`config.mk`:
```
export PLATFORM = sky130hd
export DESIGN_NAME = clock_set_ctrl
export DESIGN_NICKNAME = d
export VERILOG_FILES = /design/src/rtl/clock_set_ctrl.sv
export SDC_FILE = /design/constraint.sdc
export NUM_CORES = 1
export LEC_CHECK = 0
export ABC_AREA = 1
export ABC_CLOCK_PERIOD_IN_PS = 3300
export CORE_MARGIN = 4
export CORE_UTILIZATION = 30
export CTS_CLUSTER_DIAMETER = 150
export DETAILED_ROUTE_END_ITERATION = 8
export PLACE_DENSITY_LB_ADDON = 0.15
export RECOVER_POWER = 25
export SLEW_MARGIN = 20
export SYNTH_ARGS = -nofsm -noshare
export SYNTH_HDL_FRONTEND = slang
export SYNTH_SLANG_ARGS = --single-unit
```
`constraint.sdc`:
```
create_clock -name clk -period 3.3 [get_ports clk]
set_clock_uncertainty 0.1 [all_clocks]
set_input_delay 0.33 -clock clk [delete_from_list [all_inputs] [get_ports clk]]
set_output_delay 0.33 -clock clk [all_outputs]
set_load 0.02 [all_outputs]
```
`src/rtl/clock_set_ctrl.sv`:
```
// Set-time sequencer for the digital clock: 1 Hz tick, button-driven
// load strobes for the time counters, and the one-hot display bus select.
module clock_set_ctrl #(
   parameter int TICK_DIV = 50000000,
   parameter int SCAN_DIV = 50000
) (
   input  logic       clk,
   input  logic       clear_n,
   input  logic       btn_mode,
   input  logic       btn_inc,
   input  logic [5:0] sec_in,
   input  logic [5:0] min_in,
   input  logic [4:0] hour_in,
   output logic       tick,
   output logic       sec_ld,
   output logic       min_ld,
   output logic       hour_ld,
   output logic [5:0] ld_data,
   output logic [2:0] bus_en,
   output logic [1:0] mode
);

   localparam int PW = $clog2(TICK_DIV);
   localparam int SW = $clog2(SCAN_DIV);
   localparam logic [PW-1:0] PMAX = PW'(TICK_DIV - 1);
   localparam logic [SW-1:0] SMAX = SW'(SCAN_DIV - 1);

   typedef enum logic [1:0] {
      RUN   = 2'b00,
      SET_H = 2'b01,
      SET_M = 2'b10,
      SET_S = 2'b11
   } state_t;

   state_t state_q, state_d;
   logic [2:0] mode_sy_q;
   logic [2:0] inc_sy_q;
   logic [PW-1:0] presc_q, presc_d;
   logic [SW-1:0] scan_q, scan_d;
   logic tick_q, tick_d;
   logic sec_ld_q, sec_ld_d;
   logic min_ld_q, min_ld_d;
   logic hour_ld_q, hour_ld_d;
   logic [5:0] ld_data_q, ld_data_d;
   logic [2:0] bus_q, bus_d;

   logic mode_p;
   logic inc_p;
   logic [5:0] h6;
   logic [5:0] h_nxt;
   logic [5:0] m_nxt;
   logic [5:0] s_nxt;

   // bits [1:0] synchronize, bit 2 remembers the previous level
   assign mode_p = mode_sy_q[1] & ~mode_sy_q[2];
   assign inc_p  = inc_sy_q[1] & ~inc_sy_q[2];

   assign h6    = {1'b0, hour_in};
   assign h_nxt = (h6 >= 6'd23) ? 6'd0 : h6 + 6'd1;
   assign m_nxt = (min_in >= 6'd59) ? 6'd0 : min_in + 6'd1;
   assign s_nxt = (sec_in >= 6'd59) ? 6'd0 : sec_in + 6'd1;

   always_comb begin
      state_d = state_q;
      if (mode_p) begin
         unique case (state_q)
            RUN:   state_d = SET_H;
            SET_H: state_d = SET_M;
            SET_M: state_d = SET_S;
            SET_S: state_d = RUN;
         endcase
      end
   end

   // a mode edge in the same cycle swallows the increment
   always_comb begin
      sec_ld_d  = 1'b0;
      min_ld_d  = 1'b0;
      hour_ld_d = 1'b0;
      ld_data_d = 6'd0;
      if (inc_p && !mode_p) begin
         unique case (state_q)
            RUN: ;
            SET_H: begin
               hour_ld_d = 1'b1;
               ld_data_d = h_nxt;
            end
            SET_M: begin
               min_ld_d  = 1'b1;
               ld_data_d = m_nxt;
            end
            SET_S: begin
               sec_ld_d  = 1'b1;
               ld_data_d = s_nxt;
            end
         endcase
      end
   end

   always_comb begin
      presc_d = '0;
      tick_d  = 1'b0;
      if (state_q == RUN && state_d == RUN) begin
         tick_d = (presc_q == PMAX);
         if (presc_q == PMAX) begin
            presc_d = '0;
         end else begin
            presc_d = presc_q + PW'(1);
         end
      end
   end

   always_comb begin
      scan_d = '0;
      bus_d  = 3'b001;
      if (state_d == RUN) begin
         if (state_q != RUN) begin
            bus_d = 3'b001;
         end else if (scan_q == SMAX) begin
            bus_d = {bus_q[1:0], bus_q[2]};
         end else begin
            scan_d = scan_q + SW'(1);
            bus_d  = bus_q;
         end
      end else begin
         unique case (state_d)
            RUN:   bus_d = 3'b001;
            SET_H: bus_d = 3'b100;
            SET_M: bus_d = 3'b010;
            SET_S: bus_d = 3'b001;
         endcase
      end
   end

   always_ff @(posedge clk or negedge clear_n) begin
      if (!clear_n) begin
         state_q   <= RUN;
         mode_sy_q <= 3'b000;
         inc_sy_q  <= 3'b000;
         presc_q   <= '0;
         scan_q    <= '0;
         tick_q    <= 1'b0;
         sec_ld_q  <= 1'b0;
         min_ld_q  <= 1'b0;
         hour_ld_q <= 1'b0;
         ld_data_q <= 6'd0;
         bus_q     <= 3'b001;
      end else begin
         state_q   <= state_d;
         mode_sy_q <= {mode_sy_q[1:0], btn_mode};
         inc_sy_q  <= {inc_sy_q[1:0], btn_inc};
         presc_q   <= presc_d;
         scan_q    <= scan_d;
         tick_q    <= tick_d;
         sec_ld_q  <= sec_ld_d;
         min_ld_q  <= min_ld_d;
         hour_ld_q <= hour_ld_d;
         ld_data_q <= ld_data_d;
         bus_q     <= bus_d;
      end
   end

   assign tick    = tick_q;
   assign sec_ld  = sec_ld_q;
   assign min_ld  = min_ld_q;
   assign hour_ld = hour_ld_q;
   assign ld_data = ld_data_q;
   assign bus_en  = bus_q;
   assign mode    = state_q;

endmodule
```
==> impl_results.md, run 1 <==
- Worst-skew pair later-pin latency: 0.33 ns
- Ports: 36
- CP arrival: 2.64 ns
- Core area: 11600 µm²
- Synth Flop Type: dfrtp_1
- Share of layout cells above drive strength 1: 0.0709
- All-Layer GR Usage: 0.131
- Ys async rst share: 1.00
- Vias per cell: 4.53
- Reg2Reg Depth: 7
- Placed insts: 662
- Area leader, netlist: dfrtp_1
- Status: finished clean
- Hold path startpoint: inc_sy_q[0]
- CP Launch Type: flip-flop
- Hold Crit Depth: 0
- Top sig layer: met4
- Worst R2R Start: mode[0]
- Unrepaired setup endpoints after global routing: no
- #FFs+latches synth: 63
- Routability cong.: 0.924
- Non-filler cells, final: 679
- Synthesized netlist cell count: 486
- Lkg Pwr: 1.98 nW
- Largest net degree at the start of global routing: 48
- I/O Buffers: 35
- Max clock buf depth: 2
- Final net count: 562
- Setup repair bufs after CTS: 0
- Setup tns final: 0 ns
- Most frequent cell after synthesis: nand2_1
- R2r endpoint: scan_q[4]
- Final setup viols: 0
- Initial core utilization: 0.310
- Cell area power density: 515 nW/µm²
- Placed Area: 4090 µm²
- Post-synth cell types: 30
- Reg clk slew, reported paths: 0.05 ns
- Met2 WL: 3830 µm
- Die Span Y: 117 µm
- Grt ovf: 0
- Hold_ws: 0.246 ns
- CTS Buf Count: 9
- DR vias: 3075
- H-tree levels: 3
- Max_cap viols: 0
- Fmax: 0.403 GHz
- Sequential fraction of the synthesis area: 0.440
- CP Class: flip-flop to flip-flop
- Max Slew Vio Count: 0
- Max VDD drop: 0.189 mV
- DIE AREA: 13800 µm²
- Initial antenna violation count: 0
- Post-DP HPWL: 6260 µm
- Tot Pwr: 0.00226 W
- Row count: 39
- Post-DR wirelength/cell: 12.4 µm
- Clock sinks: 63
- Slew @ Worst Pin: 1.03 ns
- ANT cells: 0
- Critical path fanouts, max: 14
- Worst EP required: 3.45 ns
- Number of flops mapped to enable cells by yosys: 0
- Number of global-route vias before repair: 3011
- Hold EP: inc_sy_q[1]
- Area delta synth->final: 22.2%
- Post-Route WL: 8410 µm
- Hold crit path type: flip-flop to flip-flop
- Yosys warns: 0
- CTS tree: done
- Reg2reg setup slack: 0.82 ns
- Commonest cells in the netlist: nand2_1, nor2_1, dfrtp_1
- Minimum clock period: 2.48 ns
- Area contributors post-synth: dfrtp_1, nand2_1, nor2_1, inv_1, nand3_1
- Worst setup EP type: flip-flop
- Syn Nets: 517
- Chip width: 117 µm
- Antenna-violating nets left: 0
- Avg Inst Size Synth: 7.38 µm²
- Initial drt markers: 164
- Share of the synthesized area in the top cell type: 0.433
- DR pass1 iterations: 4
- M1 wire length: 4180 µm
- Final period util: 0.753
- Final hold vios: 0
- Final instance area: 4380 µm²
- Slew margin rel.: 0.313
- CTS root buf: clkbuf_16
- Residual DRC: 0
- Mapped Area: 3590 µm²
- Fillers: 1219
- First-pass GRT wire length: 14700 µm
- WL met3: 318 µm
==> critical path, stage by stage, from the launching register on <==
cell and delay, ns:
dfrtp_1 0.39, inv_1 0.11, ha_1 0.29, o21ai_0 0.53, nand3_4 0.35, nor2_2 0.45, nand2_1 0.09, nor2_1 0.11
==> cell type report <==
class                           count  area [µm²]  area share
Clock buffer                       14         284      0.0648
Tap cell                          143         179      0.0408
Sequential cell                    63        1580       0.360
Inverter                           60         225      0.0514
Clock inverter                      2        12.5     0.00285
Multi-Input combinational cell    360        1740       0.398
Timing Repair Buffer               37         362      0.0825
==> cells by family (layout without fill, tap and decap cells) <==
| family | count (synthesis) | in the layout | synth area share |
|---|---|---|---|
| and+or+nand+nor | 307 | 307 | 0.364 |
| DFF | 63 | 63 | 0.440 |
| buffers and inverters | 63 | 113 | 0.0694 |
| xor gates and xnor gates | 25 | 25 | 0.0611 |
| AOI/OAI and AO/OA | 18 | 18 | 0.0304 |
| adders and majority gates | 10 | 10 | 0.0349 |
==> flip-flops by register name, indices dropped and copies added (netlist names) <==
| signal | cells |
|---|---|
| sec_ld | 1 |
| hour_ld | 1 |
| inc_sy_q | 3 |
| presc_q | 26 |
| scan_q | 16 |
| tick | 1 |
| mode | 2 |
| mode_sy_q | 3 |
| ld_data | 6 |
| min_ld | 1 |
| bus_en | 3 |
==> cell usage in the layout, fill, tap and decap left out, drive strengths merged <==
cell type      netlist  final
a211oi               2      2
a21o                 1      1
a21oi                7      7
and2                 1      1
and3                 1      1
buf                  3      1
clkbuf               0     15
clkdlybuf4s50        0     26
clkinv               0      1
clkinvlp             0      1
dfrtp               62     62
dfstp                1      1
dlygate4sd3          0      9
ha                  10     10
inv                 60     60
nand2              135    135
nand3               31     31
nand3b               1      1
nand4                3      3
nor2               125    125
nor2b                1      1
nor3                 8      8
nor3b                1      1
o21ai                8      8
xnor2               15     15
xor2                10     10
==> metrics by stage <==
| step | utilization | worst slack [ns] |
|---|---|---|
| after floorplan | - | 1.42 |
| after global placement | 0.354 | 1.22 |
| after detailed placement | 0.354 | 1.20 |
| after CTS | 0.381 | 1.19 |
| after global routing | 0.379 | 0.566 |
| final | 0.379 | 0.816 |
==> power by group <==
group | internal [W] | switching, W
Clock | 0.000589 | 0.000337
Sequential | 0.000824 | 0.0000330
Combinational | 0.000177 | 0.000295
==> worst max-delay path by stage <==
stage	slack [ns]	start	cells past startpoint	end
floorplan	1.42	mode[0]	8	presc_q[15]
global placement	1.22	sec_in[0]	9	ld_data[2]
detailed placement	1.20	mode[0]	8	bus_en[2]
CTS	1.19	mode[0]	8	bus_en[2]
global route	0.57	mode[0]	7	scan_q[4]
finish	0.82	mode[0]	7	scan_q[4]
==> routing by layer <==
layer,global-route usage,vias up
met1,0.178,1436
met4,0.0418,0
met3,0.0385,4
met2,0.202,48
met5,0,-
li1,-,1587
==> what timing repair did <==
action | CTS | global route
hold buffers | 1 | 0
resized for setup | 0 | 0
hold endpoints to repair | 16 | 0
Power figures use the tool's default switching activity.
==> run 2: changes to the inputs <==
- ABC_CLOCK_PERIOD_IN_PS: 3300 -> 2440
- clock period: 3.3 -> 2.44 ns (I/O delays scaled with it)
==> run 2 against run 1 <==
The flow now finishes with violations (max-capacitance violations, max-slew violations). Routed wire length fell by 3.1%. Worst hold slack improved by 0.0022 ns. Via count fell by 3.4%. Register-to-register slack worse by 0.44 ns. Fmax increased by 20%. Core utilization up 0.35 points. Clock-buffer cell count shrank 4. Die area stayed put. Non-clock buffer count up 1. Critical path type unchanged. Largest cell class unchanged. Largest power group unchanged.
==> impl_results.md, run 2 (same netlist as run 1, synthesis figures left out) <==
- Status: complete, but fails checks
- Failing checks: max-capacitance violations, max-slew violations
- Setup tns final: 0 ns (unchanged)
- Lkg Pwr: 1.97 nW (-0.29%)
- Delay-heaviest family, CP: simple AND/OR/NAND/NOR gates
- DIE AREA: 13800 µm² (unchanged)
- Slew @ Worst Pin: 1.56 ns (+0.530 ns)
- Slew margin rel.: -0.0406 (-0.354)
- Residual DRC: 0 (unchanged)
- Unrepaired setup endpoints after global routing: no
- Pre-CTS WS: 0.342 ns (-0.856 ns)
- Post-cts resize count: 0 (unchanged)
- Row count: 39 (unchanged)
- Max Slew Vio Count: 64 (+64)
- DR pass1 iterations: 4 (unchanged)
- Crit path max-delay cell type: nor2_2
- CP peak stage delay: 0.41 ns (-0.12 ns)
- Clock sinks: 63 (unchanged)
- First-pass GRT wire length: 14000 µm (-5.1%)
- CTS tree: done
- Area delta synth->final: 23.3%
- Reg clk slew, reported paths: 0.05 ns (about the same)
- Core area: 11600 µm² (unchanged)
- Sw frac: 0.289 (-0.00624)
- Worst-skew pair later-pin latency: 0.33 ns (about the same)
- Max_cap viols: 1 (+1)
- Worst EP required: 2.60 ns (-0.85 ns)
- Grt ovf: 0 (unchanged)
- Worst setup EP type: flip-flop
- Clock share of power: 0.422 (+0.011)
- CTS Buf Count: 9 (unchanged)
- Fillers: 1225 (+0.49%)
- Initial drt markers: 140 (-15%)
- Post-DP HPWL: 6150 µm (-1.8%)
- Final period util: 0.847 (+0.0941)
- Logic pwr share: 0.212 (+0.003)
- Final hold vios: 0 (unchanged)
- Post-DR wirelength/cell: 12.0 µm (-3.3%)
- Commonest non-fill, non-tap cell in the layout: nand2_1
- CTS root buf: clkbuf_16
- Most flops, register: presc_q
- Post-Route WL: 8150 µm (-3.1%)
- Hold crit path type: flip-flop to flip-flop
- Reg2Reg Depth: 7 (unchanged)
- Worst-path cell chain: inv_1, ha_1, o21ai_4, nand3_4, nor2_2, nand2_1, nor2_1
- CP Class: flip-flop to flip-flop
- Routability cong.: 0.866 (-6.3%)
- Cell count along the critical path: 7 (unchanged)
- CP Launch Type: flip-flop
- Hold Crit Depth: 0 (unchanged)
- H-tree levels: 3 (unchanged)
- CP arrival: 2.22 ns (-0.42 ns)
- Max VDD drop: 0.327 mV (+73%)
- ANT cells: 0 (unchanged)
- Sequential power share: 0.366 (-0.014)
- Final net count: 563 (+0.18%)
- Min setup slack post-route: 0.374 ns (-0.442 ns)
- Critical path fanouts, max: 14 (unchanged)
- CP Buf/Inv Count: 1 (unchanged)
- Placed insts: 663 (+0.15%)
- Chip width: 117 µm (unchanged)
- Cell area power density: 719 nW/µm² (+40%)
- Share of layout cells above drive strength 1: 0.0801 (+0.00918)
- Antenna-violating nets left: 0 (unchanged)
- DR vias: 2970 (-3.4%)
- All-Layer GR Usage: 0.124 (-0.00696)
- Switch Pwr: 0.000917 W (+38%)
- Non-filler cells, final: 680 (+0.15%)
- Largest register FFs: 26 (unchanged)
- Ports: 36 (unchanged)
- Initial antenna violation count: 0 (unchanged)
- Setup repair bufs after CTS: 0 (unchanged)
- Vias per cell: 4.37 (-3.6%)
- Fmax: 0.484 GHz (+20%)
- Die Span Y: 117 µm (unchanged)
- Internal Power: 0.00226 W (+42%)
- I/O Buffers: 35 (unchanged)
- Initial core utilization: 0.310 (unchanged)
- Minimum clock period: 2.07 ns (-0.418 ns)
- Final setup viols: 0 (unchanged)
- CTS Hold Buffers Added: 1 (unchanged)
- Largest net degree at the start of global routing: 64 (+33%)
- Number of global-route vias before repair: 2871 (-4.6%)
- Max clock buf depth: 2 (unchanged)
- Most frequent cells in the layout: nand2_1, nor2_1, dfrtp_1
-- run 2: cell type report --
cell class | count | area, µm² | share of cell area
clock buffer | 10 | 229 | 0.0518
inverter | 60 | 225 | 0.0509
tap | 143 | 179 | 0.0405
timing repair buffer | 38 | 368 | 0.0832
sequential | 63 | 1580 | 0.357
multi-input combinational | 360 | 1760 | 0.398
clock inverter | 6 | 85.1 | 0.0192
-- run 2: final timing paths --
kind / to / slack, ns / startpoint
min: inc_sy_q[1] / 0.25 / inc_sy_q[0]
max in group asynchronous: presc_q[24] / 0.49 / clear_n
min in group asynchronous: presc_q[25] / 0.83 / clear_n
max: scan_q[10] / 0.37 / mode[0]
max reg2reg: scan_q[10] / 0.37 / mode[0]
min reg2reg: inc_sy_q[1] / 0.25 / inc_sy_q[0]
-- run 2: through the flow --
stage          hold slack, ns  area (µm²)  power, W   util
6_report                0.248        4420   0.00318  0.382
3_3_place_gp            0.190        4110   0.00186  0.356
3_5_place_dp            0.192        4110   0.00187  0.356
2_1_floorplan          -0.152        3590   0.00160      -
5_1_grt                 0.267        4420   0.00335  0.382
4_1_cts                 0.243        4440   0.00325  0.384
-- run 2: per-layer routing --
metal  share of wire  vias to the layer above  global-route usage
met3           0.040                       13              0.0294
met5               0                        -                   0
met2            0.44                       48               0.185
li1                -                     1579                   -
met1            0.50                     1330               0.173
met4           0.019                        0              0.0528
-- run 2: power groups by stage --
stage	Combinational [W]	Clock, W	Sequential, W
CTS	0.000689	0.00139	0.00117
global route	0.000756	0.00143	0.00117
global placement	0.000682	0	0.00118
detailed placement	0.000686	0	0.00118
floorplan	0.000361	0	0.00124
finish	0.000673	0.00134	0.00116
-- run 2: worst register-to-register path: cells and delay by family, from the launching register on --
| family | cells | cell delay [ns] |
|---|---|---|
| adder cells (fa/ha/maj) | 1 | 0.34 |
| flip-flops | 1 | 0.38 |
| buffers and inverters | 1 | 0.10 |
| AO/OA/AOI/OAI | 1 | 0.23 |
| AND/OR/NAND/NOR | 4 | 0.84 |
